**src/rtl/fetch.sv**
```systemverilog
// ============================================================================
// fetch : instruction fetch stage with imem handshake, 1-entry skid buffer,
//         and branch/jump redirect with decoder flush.  Revision 1.0
// ============================================================================
`default_nettype none

module fetch #(
   parameter int                     IWIDTH   = 32,
   parameter int                     PC_WIDTH = 32,
   parameter logic [PC_WIDTH-1:0]    RESET_PC = '0,
   parameter logic [IWIDTH-1:0]      NOP      = 32'h0000_0013
) (
   input  logic                f_clk,
   input  logic                f_rst,
   output logic                f_o_imem_req,
   output logic [PC_WIDTH-1:0] f_o_imem_addr,
   input  logic                f_i_imem_ack,
   input  logic [IWIDTH-1:0]   f_i_imem_instr,
   input  logic                f_i_change_pc,
   input  logic [PC_WIDTH-1:0] f_i_pc_target,
   input  logic                f_i_stall,
   output logic [IWIDTH-1:0]   f_o_instr,
   output logic [PC_WIDTH-1:0] f_o_pc,
   output logic                f_o_ce,
   output logic                f_o_flush
);

   typedef enum logic [1:0] {
      IDLE = 2'd0,
      REQ  = 2'd1,
      HOLD = 2'd2,
      DROP = 2'd3
   } state_t;

   state_t              state_q, state_d;
   logic [PC_WIDTH-1:0] pc_q, pc_d;
   logic                req_q, req_d;
   logic [PC_WIDTH-1:0] addr_q, addr_d;
   logic [IWIDTH-1:0]   instr_q, instr_d;
   logic [PC_WIDTH-1:0] opc_q, opc_d;
   logic                ce_q, ce_d;
   logic                flush_q, flush_d;
   logic [IWIDTH-1:0]   buf_instr_q, buf_instr_d;
   logic [PC_WIDTH-1:0] buf_pc_q, buf_pc_d;

   logic [PC_WIDTH-1:0] target_w;
   logic [PC_WIDTH-1:0] addr_inc_w;

   assign target_w   = {f_i_pc_target[PC_WIDTH-1:2], 2'b00};
   assign addr_inc_w = addr_q + PC_WIDTH'(4);

   always_comb begin
      state_d     = state_q;
      pc_d        = pc_q;
      req_d       = req_q;
      addr_d      = addr_q;
      instr_d     = instr_q;
      opc_d       = opc_q;
      ce_d        = ce_q;
      flush_d     = 1'b0;
      buf_instr_d = buf_instr_q;
      buf_pc_d    = buf_pc_q;

      if (f_i_change_pc) begin
         pc_d    = target_w;
         flush_d = 1'b1;
         ce_d    = 1'b0;
         instr_d = NOP;
         // An unacked request must still complete on the bus; its response is dropped.
         if ((state_q == REQ || state_q == DROP) && !f_i_imem_ack) begin
            state_d = DROP;
         end else begin
            state_d = REQ;
            req_d   = 1'b1;
            addr_d  = target_w;
         end
      end else begin
         case (state_q)
            IDLE: begin
               state_d = REQ;
               req_d   = 1'b1;
               addr_d  = pc_q;
            end
            REQ: begin
               if (f_i_stall) begin
                  if (f_i_imem_ack) begin
                     buf_instr_d = f_i_imem_instr;
                     buf_pc_d    = addr_q;
                     pc_d        = addr_inc_w;
                     req_d       = 1'b0;
                     state_d     = HOLD;
                  end
               end else if (f_i_imem_ack) begin
                  instr_d = f_i_imem_instr;
                  opc_d   = addr_q;
                  ce_d    = 1'b1;
                  pc_d    = addr_inc_w;
                  addr_d  = addr_inc_w;
               end else begin
                  ce_d = 1'b0;
               end
            end
            HOLD: begin
               if (!f_i_stall) begin
                  instr_d = buf_instr_q;
                  opc_d   = buf_pc_q;
                  ce_d    = 1'b1;
                  req_d   = 1'b1;
                  addr_d  = pc_q;
                  state_d = REQ;
               end
            end
            DROP: begin
               if (f_i_imem_ack) begin
                  req_d   = 1'b1;
                  addr_d  = pc_q;
                  state_d = REQ;
               end
            end
            default: state_d = IDLE;
         endcase
      end
   end

   always_ff @(posedge f_clk or posedge f_rst) begin
      if (f_rst) begin
         state_q     <= IDLE;
         pc_q        <= RESET_PC;
         req_q       <= 1'b0;
         addr_q      <= RESET_PC;
         instr_q     <= NOP;
         opc_q       <= '0;
         ce_q        <= 1'b0;
         flush_q     <= 1'b0;
         buf_instr_q <= NOP;
         buf_pc_q    <= '0;
      end else begin
         state_q     <= state_d;
         pc_q        <= pc_d;
         req_q       <= req_d;
         addr_q      <= addr_d;
         instr_q     <= instr_d;
         opc_q       <= opc_d;
         ce_q        <= ce_d;
         flush_q     <= flush_d;
         buf_instr_q <= buf_instr_d;
         buf_pc_q    <= buf_pc_d;
      end
   end

   assign f_o_imem_req  = req_q;
   assign f_o_imem_addr = addr_q;
   assign f_o_instr     = instr_q;
   assign f_o_pc        = opc_q;
   assign f_o_ce        = ce_q;
   assign f_o_flush     = flush_q;

endmodule

`default_nettype wire

```
**config.mk**
```make
export PLATFORM = sky130hd
export DESIGN_NAME = fetch
export DESIGN_NICKNAME = d
export VERILOG_FILES = /design/src/rtl/fetch.sv
export SDC_FILE = /design/constraint.sdc
export NUM_CORES = 1
export LEC_CHECK = 0
export BUFFER_PORTS_ARGS = -buffer_cell sky130_fd_sc_hd__buf_2
export CAP_MARGIN = 20
export CORE_ASPECT_RATIO = 1.4
export CORE_UTILIZATION = 40
export DETAILED_ROUTE_END_ITERATION = 7
export GPL_ROUTABILITY_DRIVEN = 0
export PLACE_DENSITY = 0.58
export SYNTH_ARGS = -nofsm -noshare
export SYNTH_HDL_FRONTEND = slang
export SYNTH_SLANG_ARGS = --single-unit
```
**constraint.sdc**
```tcl
create_clock -name f_clk -period 7.4 [get_ports f_clk]
set_input_delay 1.48 -clock f_clk [delete_from_list [all_inputs] [get_ports f_clk]]
set_output_delay 1.48 -clock f_clk [all_outputs]
set_load 0.05 [all_outputs]
```
Word-level counts from Yosys, hierarchy flattened:

Index checks and enable logic that the tools add are counted.

* flip-flop bits (word level): 197
* bits of input ports: 69
* output and inout bits: 99
* word-level logic and storage cells: 77

* add/subtract/negate cells: 1
* equal/unequal tests: 12
* mux-type cells: 37
* bitwise logic cells: 1
* reduce and logical (&&, ||, !) cells: 16

Operator list (count)
* 32-bit 2-to-1 mux: 15
* 32-bit case mux with 2 select lines: 2
* 32-bit case mux with 4 select lines: 1
* 32-bit by 3-bit adder with 32-bit output (second input constant): 1
* 3-bit inequality test (second input constant): 5
* 5-bit AND reduction: 3
* 2-bit 2-to-1 mux: 6
* 4-bit AND reduction: 3
* 1-bit 2-to-1 mux: 10
* 2-bit inequality test (second input constant): 4
* 2-bit case mux with 4 select lines: 1
* 2-bit nonzero test: 3
* 2-bit == test (second input constant): 2
* 1-bit case mux with 4 select lines: 1
* 3-bit AND reduction: 1
* 3-bit nonzero test: 1
* 2-bit by 1-bit == test with 1-bit output (second input constant): 1
* 2-bit zero test: 1
* 1-bit case mux with 2 select lines: 1
* 2-bit AND reduction: 1
* 1-bit logical AND: 1
* 1-bit zero test: 1
* 1-bit logical OR: 1
* 1-bit inverter: 1

Logic depth before layout (Yosys ltp):

* depth in word-level cells: 5
* gate-level depth with buffers: 10
* depth with buffers taken out: 7

Least setup slack after synthesis:

Ideal clock, no wire load.

* path type: input -> register
* start: input port f_i_change_pc
* end: register addr_q[4] (netlist: f_o_imem_addr[4])
* setup time: 82 ps
* data arrival time: 2642 ps
* required time: 7318 ps
* slack: 4676 ps
* stages: 6
* buffers on the path: 4
* cell sequence: clkbuf_2 > clkbuf_1 > clkbuf_1 > buf_1 > nand2_1 > a31oi_1

* longest elaborated chain between the ends: 2
* elaborated cells between the ends (all ways): 7
* those cells by class: eq/ne: 5; mux: 1; reduce/logical: 1

Ends and longest elaborated chain
* from (decl): RTL line 19 `input logic f_i_change_pc,`
* 3-bit inequality test (no source line) / 2-bit inequality test (equally long branches)
* 5-bit AND reduction (no source line)
* to (signal assigned): RTL line 141 `addr_q <= addr_d;`
* to (decl): RTL line 38 `logic [PC_WIDTH-1:0] addr_q, addr_d;`

Parallel ways exist; a longest one is shown, timed or not.
A chain may end at the register's enable or synchronous reset.

Final worst setup path:

* start: input port f_i_change_pc
* end: register addr_q[13] (netlist: f_o_imem_addr[13])

Same word-level chain as after synthesis.

==> run metrics <==
Synth warnings=0; Leak Pwr=0.00489 uW; most frequent cells in the layout=191 x dfrtp_1, 164 x buf_2, 124 x nand2_1, 96 x o21ai_0, 65 x mux2i_1; Starting Density=0.411; CTS Buf Count=17; grt ovf=0; DPL Wire Length=15.4 mm; commonest non-fill, non-tap cell in the layout=dfrtp_1; setup TNS=0 ns; Routed Antenna Nets=0; register area share after synthesis=0.515; outcome=finished, final reports clean; Final Instance Area=0.0112 mm2; syn avg cell area=10.5 um2; Yosys cell types=65; syn nets=990; CTS H-tree lvls=4; antenna violations before repair=2; Cell Area, Synth=~0.0096 mm2; DRT iter0 DRCs=around 400; clk_lat worst skew=0.44 ns; PD cells=422 mW/mm2; post_cts resized=0; fin nets=1,108; Remaining DRCs=0; # port buffers=165; final setup fails=0; Pins Over Slew Limit=0; Post-synth EDFFs=0; Site Rows=66; Vias/cell=5.46; share of cells above drive strength 1=0.267; chip width=133 um; Detailed Routing Iterations Pass 1=7; top-level I/O count=about 170; Worst setup EP type=register; number of synthesized register bits=197; final worst-path cycle share=0.512; cts-stage hold buffer count=0; Post-Syn Instances=917; Total GRT Usage=0.206; most used flip-flop cell after synthesis=dfrtp_1; postcts setup bufs=0; crit start category=input port; Max Cap Viol=0; Worst-path clk slew=0.07 ns; die height=185 um; dpl cell area=0.0106 mm2; RSZ-0062 raised after global routing=no; crit path max fanout=59; Final Hold Fails=0; largest net degree at the start of global routing=128; number of global-route vias before repair=about 7,200; fin crit period=between 3 and 4 ns; total die area=approximately 0.025 mm2; clk buf depth=2; TritonCTS Sinks=197; Hold Path Class=register to register; CP arrival=about 4.1 ns; Post-Route WL=24.4 mm; CTS root buf=clkbuf_16; vias=7,390; WS Path Type=input port to register; Core ar.=0.0234 mm2; Worst-Margin Slew=between 1 and 1.5 ns; clock skew=0.0137 ns; ys async rst share=1.00; f_max=approximately 260 MHz; TritonCTS clock tree=built; Hold WS=0.470 ns; post-DR wirelength/cell=18.0 um; first-pass GRT wire length=39.3 mm; Peak supply drop=roughly 0.00024 V; Slew Limit Headroom=0.263; P&R area growth vs syn=16.3%; Critical Path RT=a little under 8 ns
-- flip-flops by register name, indices dropped and copies added, names as in the netlist --
| signal | cells |
|---|---|
| f_o_ce | 1 |
| state_q | 2 |
| f_o_imem_addr | 32 |
| f_o_instr | 32 |
| buf_instr_q | 32 |
| buf_pc_q | 32 |
| f_o_flush | 1 |
| f_o_pc | 32 |
| pc_q | 32 |
| f_o_imem_req | 1 |
-- cell families after synthesis --
logic type / count (synthesis) / share of synthesized area
XOR/XNOR: 24 / 0.0219
multiplexers: 121 / 0.134
AO/OA/AOI/OAI: 250 / 0.164
flip-flops: 197 / 0.515
adder cells (fa/ha/maj): 4 / 0.00522
buffers and inverters: 91 / 0.0434
AND/OR/NAND/NOR: 230 / 0.117
-- critical path, cell delays in order --
cell	delay [ns]
buf_4	0.49
clkinv_1	0.48
nand2_1	0.83
buf_4	0.37
nor2_1	0.07
a222oi_1	0.23
o21ai_0	0.11
-- report_power, final --
part,switching (uW),internal [uW],leakage [uW]
clock network,420,506,0.000276
logic,1340,608,0.00216
registers,358,1470,0.00245
total,2120,2590,0.00489
-- final cells by class --
| type | count | area, um2 |
|---|---|---|
| Antenna cell | 2 | 5.00 |
| Clock buffer | 19 | 443 |
| Clock inverter | 11 | 129 |
| Fill cell | 2216 | 12200 |
| Inverter | 14 | 60.1 |
| Multi-Input combinational cell | 629 | 4280 |
| Sequential cell | 197 | 4940 |
| Tap cell | 306 | 383 |
| Timing Repair Buffer | 176 | 923 |
-- per-stage QoR --
step                      utilization  total power (uW)  setup WS [ns]  cells
after floorplan                     -              3320          0.561    917
after global placement          0.452              3780           3.19   1321
after detailed placement        0.452              3820           3.15   1321
after CTS                       0.476              4750           3.65   1351
after global routing            0.477              5000           3.34   1354
final                           0.477              4710           3.61   1354
-- path summary, 6_finish.rpt --
path                       cells past startpoint          start  slack (ns)                 to
setup / recovery                               7  f_i_change_pc        3.61  f_o_imem_addr[13]
max in group asynchronous                      3          f_rst        4.69       buf_pc_q[25]
setup reg to reg                               7     state_q[1]        4.38       buf_pc_q[22]
hold reg to reg                                2  f_o_instr[29]        0.47      f_o_instr[29]
hold / removal                                 2  f_o_instr[29]        0.47      f_o_instr[29]
min in group asynchronous                      2          f_rst        1.22          f_o_pc[4]
-- synth_stat cells, drive strengths merged (4+ instances only) --
cell type / n / share of area
a222oi: 4 / 0.0042
a22oi: 27 / 0.021
nand3: 16 / 0.011
xor2: 11 / 0.010
nor4: 6 / 0.0055
clkbuf: 48 / 0.021
nor3: 10 / 0.0074
nor3b: 6 / 0.0047
mux2: 56 / 0.066
o22ai: 9 / 0.0059
nor2: 33 / 0.013
dfstp: 6 / 0.016
mux2i: 65 / 0.068
xnor2: 13 / 0.012
o21ai: 100 / 0.053
a21oi: 35 / 0.018
buf: 29 / 0.017
ha: 4 / 0.0052
inv: 13 / 0.0051
nand2: 124 / 0.049
and3: 6 / 0.0039
a22o: 4 / 0.0037
o31ai: 35 / 0.027
a211oi: 4 / 0.0031
o31a: 10 / 0.0091
dfrtp: 191 / 0.50
nand4: 10 / 0.0081
-- layer usage --
| layer | vias to the layer above | track usage | wire length [um] |
|---|---|---|---|
| li1 | 3545 | - | - |
| met1 | 3648 | 0.268 | 10900 |
| met2 | 169 | 0.348 | 12300 |
| met3 | 28 | 0.0323 | 898 |
| met4 | 0 | 0.0731 | 353 |
| met5 | - | 0 | 0 |
Note: power is estimated with default switching activity, not from simulation.
